==> config.mk <==
export PLATFORM = sky130hd
export DESIGN_NAME = block_buffer_ctrl_flat
export DESIGN_NICKNAME = d
export VERILOG_FILES = /design/src/rtl/block_buffer_if.sv /design/src/rtl/block_buffer_ctrl.sv /design/src/flat_wrapper.sv
export SDC_FILE = /design/constraint.sdc
export NUM_CORES = 1
export LEC_CHECK = 0
export ABC_AREA = 0
export CAP_MARGIN = 10
export CORE_MARGIN = 4
export CORE_UTILIZATION = 31
export CTS_CLUSTER_DIAMETER = 60
export DETAILED_ROUTE_END_ITERATION = 6
export DONT_BUFFER_PORTS = 1
export PLACE_DENSITY = 0.43
export SLEW_MARGIN = 10
export SYNTH_ARGS = -nofsm -noshare
export SYNTH_HDL_FRONTEND = slang
export SYNTH_SLANG_ARGS = --single-unit
==> constraint.sdc <==
create_clock -name clock -period 2.1 [get_ports clock]
set_input_delay 0.315 -clock clock [delete_from_list [all_inputs] [get_ports clock]]
set_output_delay 0.315 -clock clock [all_outputs]
set_load 0.01 [all_outputs]
==> src/rtl/block_buffer_if.sv <==
// Loader, memory-write and MAC-sequencer signals of the ping-pong block buffer controller.
interface block_buffer_if #(
  parameter int DATA_W = 8
);
  logic              in_valid;
  logic [DATA_W-1:0] in_data;
  logic              in_ready;
  logic              wr_en;
  logic              wr_bank;
  logic [5:0]        wr_addr;
  logic [DATA_W-1:0] wr_data;
  logic              fsm_start;
  logic              fsm_ready;
  logic              rd_bank;
  logic              block_done;
  logic [15:0]       blocks_done_cnt;
  logic              err_spurious;

  modport master (
    output in_valid, in_data, fsm_ready,
    input  in_ready, wr_en, wr_bank, wr_addr, wr_data, fsm_start,
           rd_bank, block_done, blocks_done_cnt, err_spurious
  );

  modport slave (
    input  in_valid, in_data, fsm_ready,
    output in_ready, wr_en, wr_bank, wr_addr, wr_data, fsm_start,
           rd_bank, block_done, blocks_done_cnt, err_spurious
  );
endinterface

==> src/rtl/block_buffer_ctrl.sv <==
// Two-bank ping-pong controller: fills 64-sample blocks and hands full banks to the MAC sequencer.
//   state  | meaning
//   C_IDLE | no block computing; start the read bank as soon as it is FULL
//   C_RUN  | block computing; count fsm_ready rising edges up to N_COEF
module block_buffer_ctrl #(
  parameter int DATA_W = 8,
  parameter int N_COEF = 64
) (
  input logic          clock,
  input logic          reset,
  block_buffer_if.slave bus
);
  typedef enum logic [1:0] {B_EMPTY, B_FILLING, B_FULL, B_COMPUTING} bank_t;
  typedef enum logic {C_IDLE, C_RUN} cstate_t;

  localparam logic [6:0] LAST_COEF = 7'(N_COEF - 1);

  bank_t             bank_q [2];
  bank_t             bank_d [2];
  cstate_t           c_q, c_d;
  logic              wsel_q, wsel_d;
  logic              rd_q, rd_d;
  logic [5:0]        fill_q, fill_d;
  logic [6:0]        rcnt_q, rcnt_d;
  logic              ready_q;
  logic              err_q, err_d;
  logic [15:0]       dcnt_q, dcnt_d;
  logic              start_q, start_d;
  logic              bdone_q, bdone_d;
  logic              wr_en_q, wr_en_d;
  logic              wr_bank_q, wr_bank_d;
  logic [5:0]        wr_addr_q, wr_addr_d;
  logic [DATA_W-1:0] wr_data_q, wr_data_d;
  logic              in_ready_int;
  logic              accept;
  logic              rise;

  assign in_ready_int = (bank_q[wsel_q] == B_EMPTY) || (bank_q[wsel_q] == B_FILLING);
  assign accept       = bus.in_valid && in_ready_int;
  assign rise         = bus.fsm_ready && !ready_q;

  always_comb begin
    bank_d    = bank_q;
    c_d       = c_q;
    wsel_d    = wsel_q;
    rd_d      = rd_q;
    fill_d    = fill_q;
    rcnt_d    = rcnt_q;
    err_d     = err_q;
    dcnt_d    = dcnt_q;
    start_d   = 1'b0;
    bdone_d   = 1'b0;
    wr_en_d   = 1'b0;
    wr_bank_d = wr_bank_q;
    wr_addr_d = wr_addr_q;
    wr_data_d = wr_data_q;

    // Fill and compute never touch the same bank in one cycle: their bank states are disjoint.
    if (accept) begin
      wr_en_d   = 1'b1;
      wr_bank_d = wsel_q;
      wr_addr_d = fill_q;
      wr_data_d = bus.in_data;
      if (fill_q == 6'd63) begin
        bank_d[wsel_q] = B_FULL;
        fill_d         = 6'd0;
        wsel_d         = !wsel_q;
      end else begin
        bank_d[wsel_q] = B_FILLING;
        fill_d         = fill_q + 6'd1;
      end
    end

    if (c_q == C_IDLE) begin
      if (rise) err_d = 1'b1;
      if (bank_q[rd_q] == B_FULL) begin
        start_d      = 1'b1;
        bank_d[rd_q] = B_COMPUTING;
        rcnt_d       = 7'd0;
        c_d          = C_RUN;
      end
    end else if (rise) begin
      if (rcnt_q == LAST_COEF) begin
        bank_d[rd_q] = B_EMPTY;
        rd_d         = !rd_q;
        bdone_d      = 1'b1;
        dcnt_d       = dcnt_q + 16'd1;
        c_d          = C_IDLE;
      end else begin
        rcnt_d = rcnt_q + 7'd1;
      end
    end
  end

  always_ff @(posedge clock) begin
    if (reset) begin
      bank_q[0] <= B_EMPTY;
      bank_q[1] <= B_EMPTY;
      c_q       <= C_IDLE;
      wsel_q    <= 1'b0;
      rd_q      <= 1'b0;
      fill_q    <= 6'd0;
      rcnt_q    <= 7'd0;
      ready_q   <= 1'b0;
      err_q     <= 1'b0;
      dcnt_q    <= 16'd0;
      start_q   <= 1'b0;
      bdone_q   <= 1'b0;
      wr_en_q   <= 1'b0;
      wr_bank_q <= 1'b0;
      wr_addr_q <= 6'd0;
      wr_data_q <= '0;
    end else begin
      bank_q    <= bank_d;
      c_q       <= c_d;
      wsel_q    <= wsel_d;
      rd_q      <= rd_d;
      fill_q    <= fill_d;
      rcnt_q    <= rcnt_d;
      ready_q   <= bus.fsm_ready;
      err_q     <= err_d;
      dcnt_q    <= dcnt_d;
      start_q   <= start_d;
      bdone_q   <= bdone_d;
      wr_en_q   <= wr_en_d;
      wr_bank_q <= wr_bank_d;
      wr_addr_q <= wr_addr_d;
      wr_data_q <= wr_data_d;
    end
  end

  assign bus.in_ready        = in_ready_int;
  assign bus.wr_en           = wr_en_q;
  assign bus.wr_bank         = wr_bank_q;
  assign bus.wr_addr         = wr_addr_q;
  assign bus.wr_data         = wr_data_q;
  assign bus.fsm_start       = start_q;
  assign bus.rd_bank         = rd_q;
  assign bus.block_done      = bdone_q;
  assign bus.blocks_done_cnt = dcnt_q;
  assign bus.err_spurious    = err_q;
endmodule

==> src/flat_wrapper.sv <==
// flat-port wrapper written by rule: the top's interface ports become plain ports
module block_buffer_ctrl_flat 
#(
  parameter int DATA_W = 8,
  parameter int N_COEF = 64
)
  (clock, reset, bus_in_valid, bus_in_data, bus_fsm_ready, bus_in_ready, bus_wr_en, bus_wr_bank, bus_wr_addr, bus_wr_data, bus_fsm_start, bus_rd_bank, bus_block_done, bus_blocks_done_cnt, bus_err_spurious);
  block_buffer_if #(.DATA_W(DATA_W)) bus_i ();
  input logic clock;
  input logic reset;
  input wire logic [$bits(bus_i.in_valid)-1:0] bus_in_valid;
  input wire logic [$bits(bus_i.in_data)-1:0] bus_in_data;
  input wire logic [$bits(bus_i.fsm_ready)-1:0] bus_fsm_ready;
  output wire logic [$bits(bus_i.in_ready)-1:0] bus_in_ready;
  output wire logic [$bits(bus_i.wr_en)-1:0] bus_wr_en;
  output wire logic [$bits(bus_i.wr_bank)-1:0] bus_wr_bank;
  output wire logic [$bits(bus_i.wr_addr)-1:0] bus_wr_addr;
  output wire logic [$bits(bus_i.wr_data)-1:0] bus_wr_data;
  output wire logic [$bits(bus_i.fsm_start)-1:0] bus_fsm_start;
  output wire logic [$bits(bus_i.rd_bank)-1:0] bus_rd_bank;
  output wire logic [$bits(bus_i.block_done)-1:0] bus_block_done;
  output wire logic [$bits(bus_i.blocks_done_cnt)-1:0] bus_blocks_done_cnt;
  output wire logic [$bits(bus_i.err_spurious)-1:0] bus_err_spurious;
  assign bus_i.in_valid = bus_in_valid;
  assign bus_i.in_data = bus_in_data;
  assign bus_i.fsm_ready = bus_fsm_ready;
  assign bus_in_ready = bus_i.in_ready;
  assign bus_wr_en = bus_i.wr_en;
  assign bus_wr_bank = bus_i.wr_bank;
  assign bus_wr_addr = bus_i.wr_addr;
  assign bus_wr_data = bus_i.wr_data;
  assign bus_fsm_start = bus_i.fsm_start;
  assign bus_rd_bank = bus_i.rd_bank;
  assign bus_block_done = bus_i.block_done;
  assign bus_blocks_done_cnt = bus_i.blocks_done_cnt;
  assign bus_err_spurious = bus_i.err_spurious;
  block_buffer_ctrl #(.DATA_W(DATA_W), .N_COEF(N_COEF)) u_core (.clock(clock), .reset(reset), .bus(bus_i));
endmodule
==> flow_summary_export.csv <==
group,metric,value,unit
clock_network,cts_tree,"done",
timing,fin_crit_sh,90.4,%
finish,area_growth,11.4,%
grt,grt.overflow.total,0,
timing,maxSlewHeadroom,70.2,%
synthesis,synth_seq_area_share,46.4,%
synthesis,yosys.area.top_type,"dfxtp_1",
synthesis,postSynthAreaPerCell,8.64,um^2
setup_path,arrival,2.15,ns
timing,final-setup-viol-count,0,
timing,min_period,1.90,ns
synthesis,yosys_warnings,0,
synthesis,synth_edf_count,0,
synthesis,synth_nets,295,
finish,num_antenna_cells,0,
clock_network,cts_sinks,56,
clock_network,cts_root_buf,"clkbuf_8",
routing,via_per_inst,5.05,
setup_path,startpoint_type,"flop",
clock_network,clk_path_buf_depth,2,
timing,worst_slew_pin_slew,0.445,ns
clock_network,clk_latency,0.31,ns
routing,ant_nets,0,
job,cap_violations,0,
synthesis,async_flop_share,0,%
timing,finalMaxSlewViolations,0,
synthesis,syn_inst,280,
place,post-place-ws,0.196,ns
setup_path,r2r_slack,0.20,ns
clock_network,clk_pin_slew,0.11,ns
finish,fin_nets,302,
routing,drc,0,
synthesis,ys_types,43,
power_and_ir_drop,vdd_ir_drop_max,0.284,mV
grt,grt_pass1_vias,1834,
timing,rsz0062_at_grt,"no",
synthesis,synthFlopType,"dfxtp_1",
grt,grt_max_degree,50,
place,gp_congestion,0.728,
setup_path,worstSetupPathType,"flop to flop",
floorplan,die_h,96.3,um
timing,timing.final.ws_setup,0.201,ns
clock_network,post_cts_hold_buffer_count,0,
timing,hold_slack,0.0585,ns
floorplan,initial_utilization,32.6,%
floorplan,ios,49,
setup_path,crit_required,2.35,ns
setup_path,critPathMaxFanout,5,
place,place_area,2600,um^2
power_and_ir_drop,power_density,662,nW/um^2
synthesis,synth.area.top_cells,"dfxtp_1, a21oi_1, nand2_1",
power_and_ir_drop,cellLeakagePower,0.907,nW
routing,num_vias,1954,
routing,postRouteWirelength,5.49,mm
synthesis,ys_ff_latch,56,
setup_path,worstSetupEndpointType,"flop",
clock_network,htree_levels,2,
clock_network,cts_resized,0,
floorplan,core,7410,um^2
grt,gr-usage-all-layers,12.7,%
synthesis,yosysTopAreaCellShare,46.4,%
finish,drive_gt1_share,9.72,%
grt,grt_pass1_wl,9.29,mm
routing,drtIter0Drc,53,
routing,first_pass_iters,5,
synthesis,synthMostInstantiatedCell,"dfxtp_1",
place,hpwl,3.87,mm
floorplan,rows,31,
clock_network,postCtsSetupBuffers,0,
clock_network,cts-buffers-inserted,5,
grt,antenna_found_initial,0,
timing,clock.fmax,527,MHz
place,port_buffers,0,
floorplan,die_x,96.3,um
routing,wl_per_cell,14.2,um
synthesis,synth_common_cells,"dfxtp_1, nand2_1, a21oi_1",
synthesis,netlist_area,2420,um^2
timing,tns,0,ns
outcome,outcome,"finished, final reports clean",
timing,worst_clock_skew,0.00990,ns
finish,stdcell_area,2690,um^2
hold_path,hold_path_class,"input pin to flop",
timing,hold_viol,0,
floorplan,dieArea,9280,um^2
==> power by group <==
| part | internal (mW) | switching [mW] | total (mW) |
|---|---|---|---|
| clock | 0.268 | 0.363 | 0.631 |
| sequential | 1.08 | 0.0193 | 1.10 |
| combinational | 0.0233 | 0.0289 | 0.0522 |
==> final cells by class <==
class                           instances  area, um^2
Clock buffer                            6        82.6
Clock inverter                          2        15.0
Fill cell                             784        4710
Inverter                                4        15.0
Multi-Input combinational cell        205        1220
Sequential cell                        56        1120
Tap cell                               99         124
Timing Repair Buffer                   15         113
==> cell families after synthesis <==
family | after synthesis | share of synthesized area (%)
adders and majority gates | 3 | 1.55
and+or+nand+nor | 128 | 28.9
xor gates and xnor gates | 11 | 3.98
AOI/OAI and AO/OA | 57 | 13.7
muxes | 6 | 2.48
DFF | 56 | 46.4
buffers and inverters | 19 | 3.05
==> flip-flops by register name, summed over array words and instances (netlist names) <==
| register | flops |
|---|---|
| u_core.rcnt_q | 7 |
| u_core.ready_q | 1 |
| u_core.bus.wr_bank | 1 |
| u_core.bank_q | 4 |
| u_core.bus.wr_en | 1 |
| u_core.bus.rd_bank | 1 |
| u_core.fill_q | 6 |
| u_core.bus.wr_addr | 6 |
| u_core.bus.block_done | 1 |
| u_core.wsel_q | 1 |
| u_core.bus.fsm_start | 1 |
| u_core.c_q | 1 |
| u_core.bus.err_spurious | 1 |
| u_core.bus.wr_data | 8 |
| u_core.bus.blocks_done_cnt | 16 |
==> worst paths after layout <==
path                          from                        endpoint  cells past startpoint
setup reg to reg  u_core.rcnt_q[0]  u_core.bus.blocks_done_cnt[14]                      5
hold reg to reg   u_core.rcnt_q[6]                u_core.rcnt_q[6]                      2
setup / recovery  u_core.rcnt_q[0]  u_core.bus.blocks_done_cnt[14]                      5
hold / removal               reset           u_core.bus.wr_addr[4]                      1
==> worst max-delay path, cell delays in order, from the launching register on <==
cell	delay, ns
dfxtp_1	0.39
ha_1	0.26
nand2b_1	0.10
or4_4	0.54
or4_1	0.41
a21oi_1	0.14
==> through the flow <==
step	utilization, %	std cells	power [mW]
6_report	36.4	387	1.78
3_3_place_gp	35.0	379	1.18
5_1_grt	36.4	387	1.87
3_5_place_dp	35.0	379	1.18
2_1_floorplan	-	280	1.18
4_1_cts	36.4	387	1.82
==> cells in the final DEF, fill, tap and decap left out, types with 2 or more instances in the layout <==
master,Yosys,layout
inv_1,3,3
clkbuf_8,0,6
nor3_1,3,3
o31ai_1,5,5
and4_1,4,4
nor2_1,18,18
nand3b_1,5,5
or4_1,6,6
mux2i_1,6,6
nand3_1,14,14
clkinvlp_4,0,2
nor3b_1,3,3
nor4_1,4,4
o21ai_0,7,7
xnor2_1,5,5
dfxtp_1,56,56
and3b_1,2,2
a41oi_1,2,2
nor2b_1,3,3
a21oi_1,33,33
a211oi_1,3,3
and2_1,3,3
buf_4,0,15
xor2_1,6,6
and3_1,5,5
nand2_1,39,39
or3_1,5,5
nand4_1,7,7
ha_1,3,3
==> metal layers <==
layer / global-route usage [%] / wire length [um] / vias up
li1: - / - / 1015
met3: 4.30 / 334 / 5
met1: 17.2 / 2650 / 900
met5: 0 / 0 / -
met4: 3.86 / 65 / 0
met2: 19.2 / 2430 / 34
(Power assumes the default switching activity.)
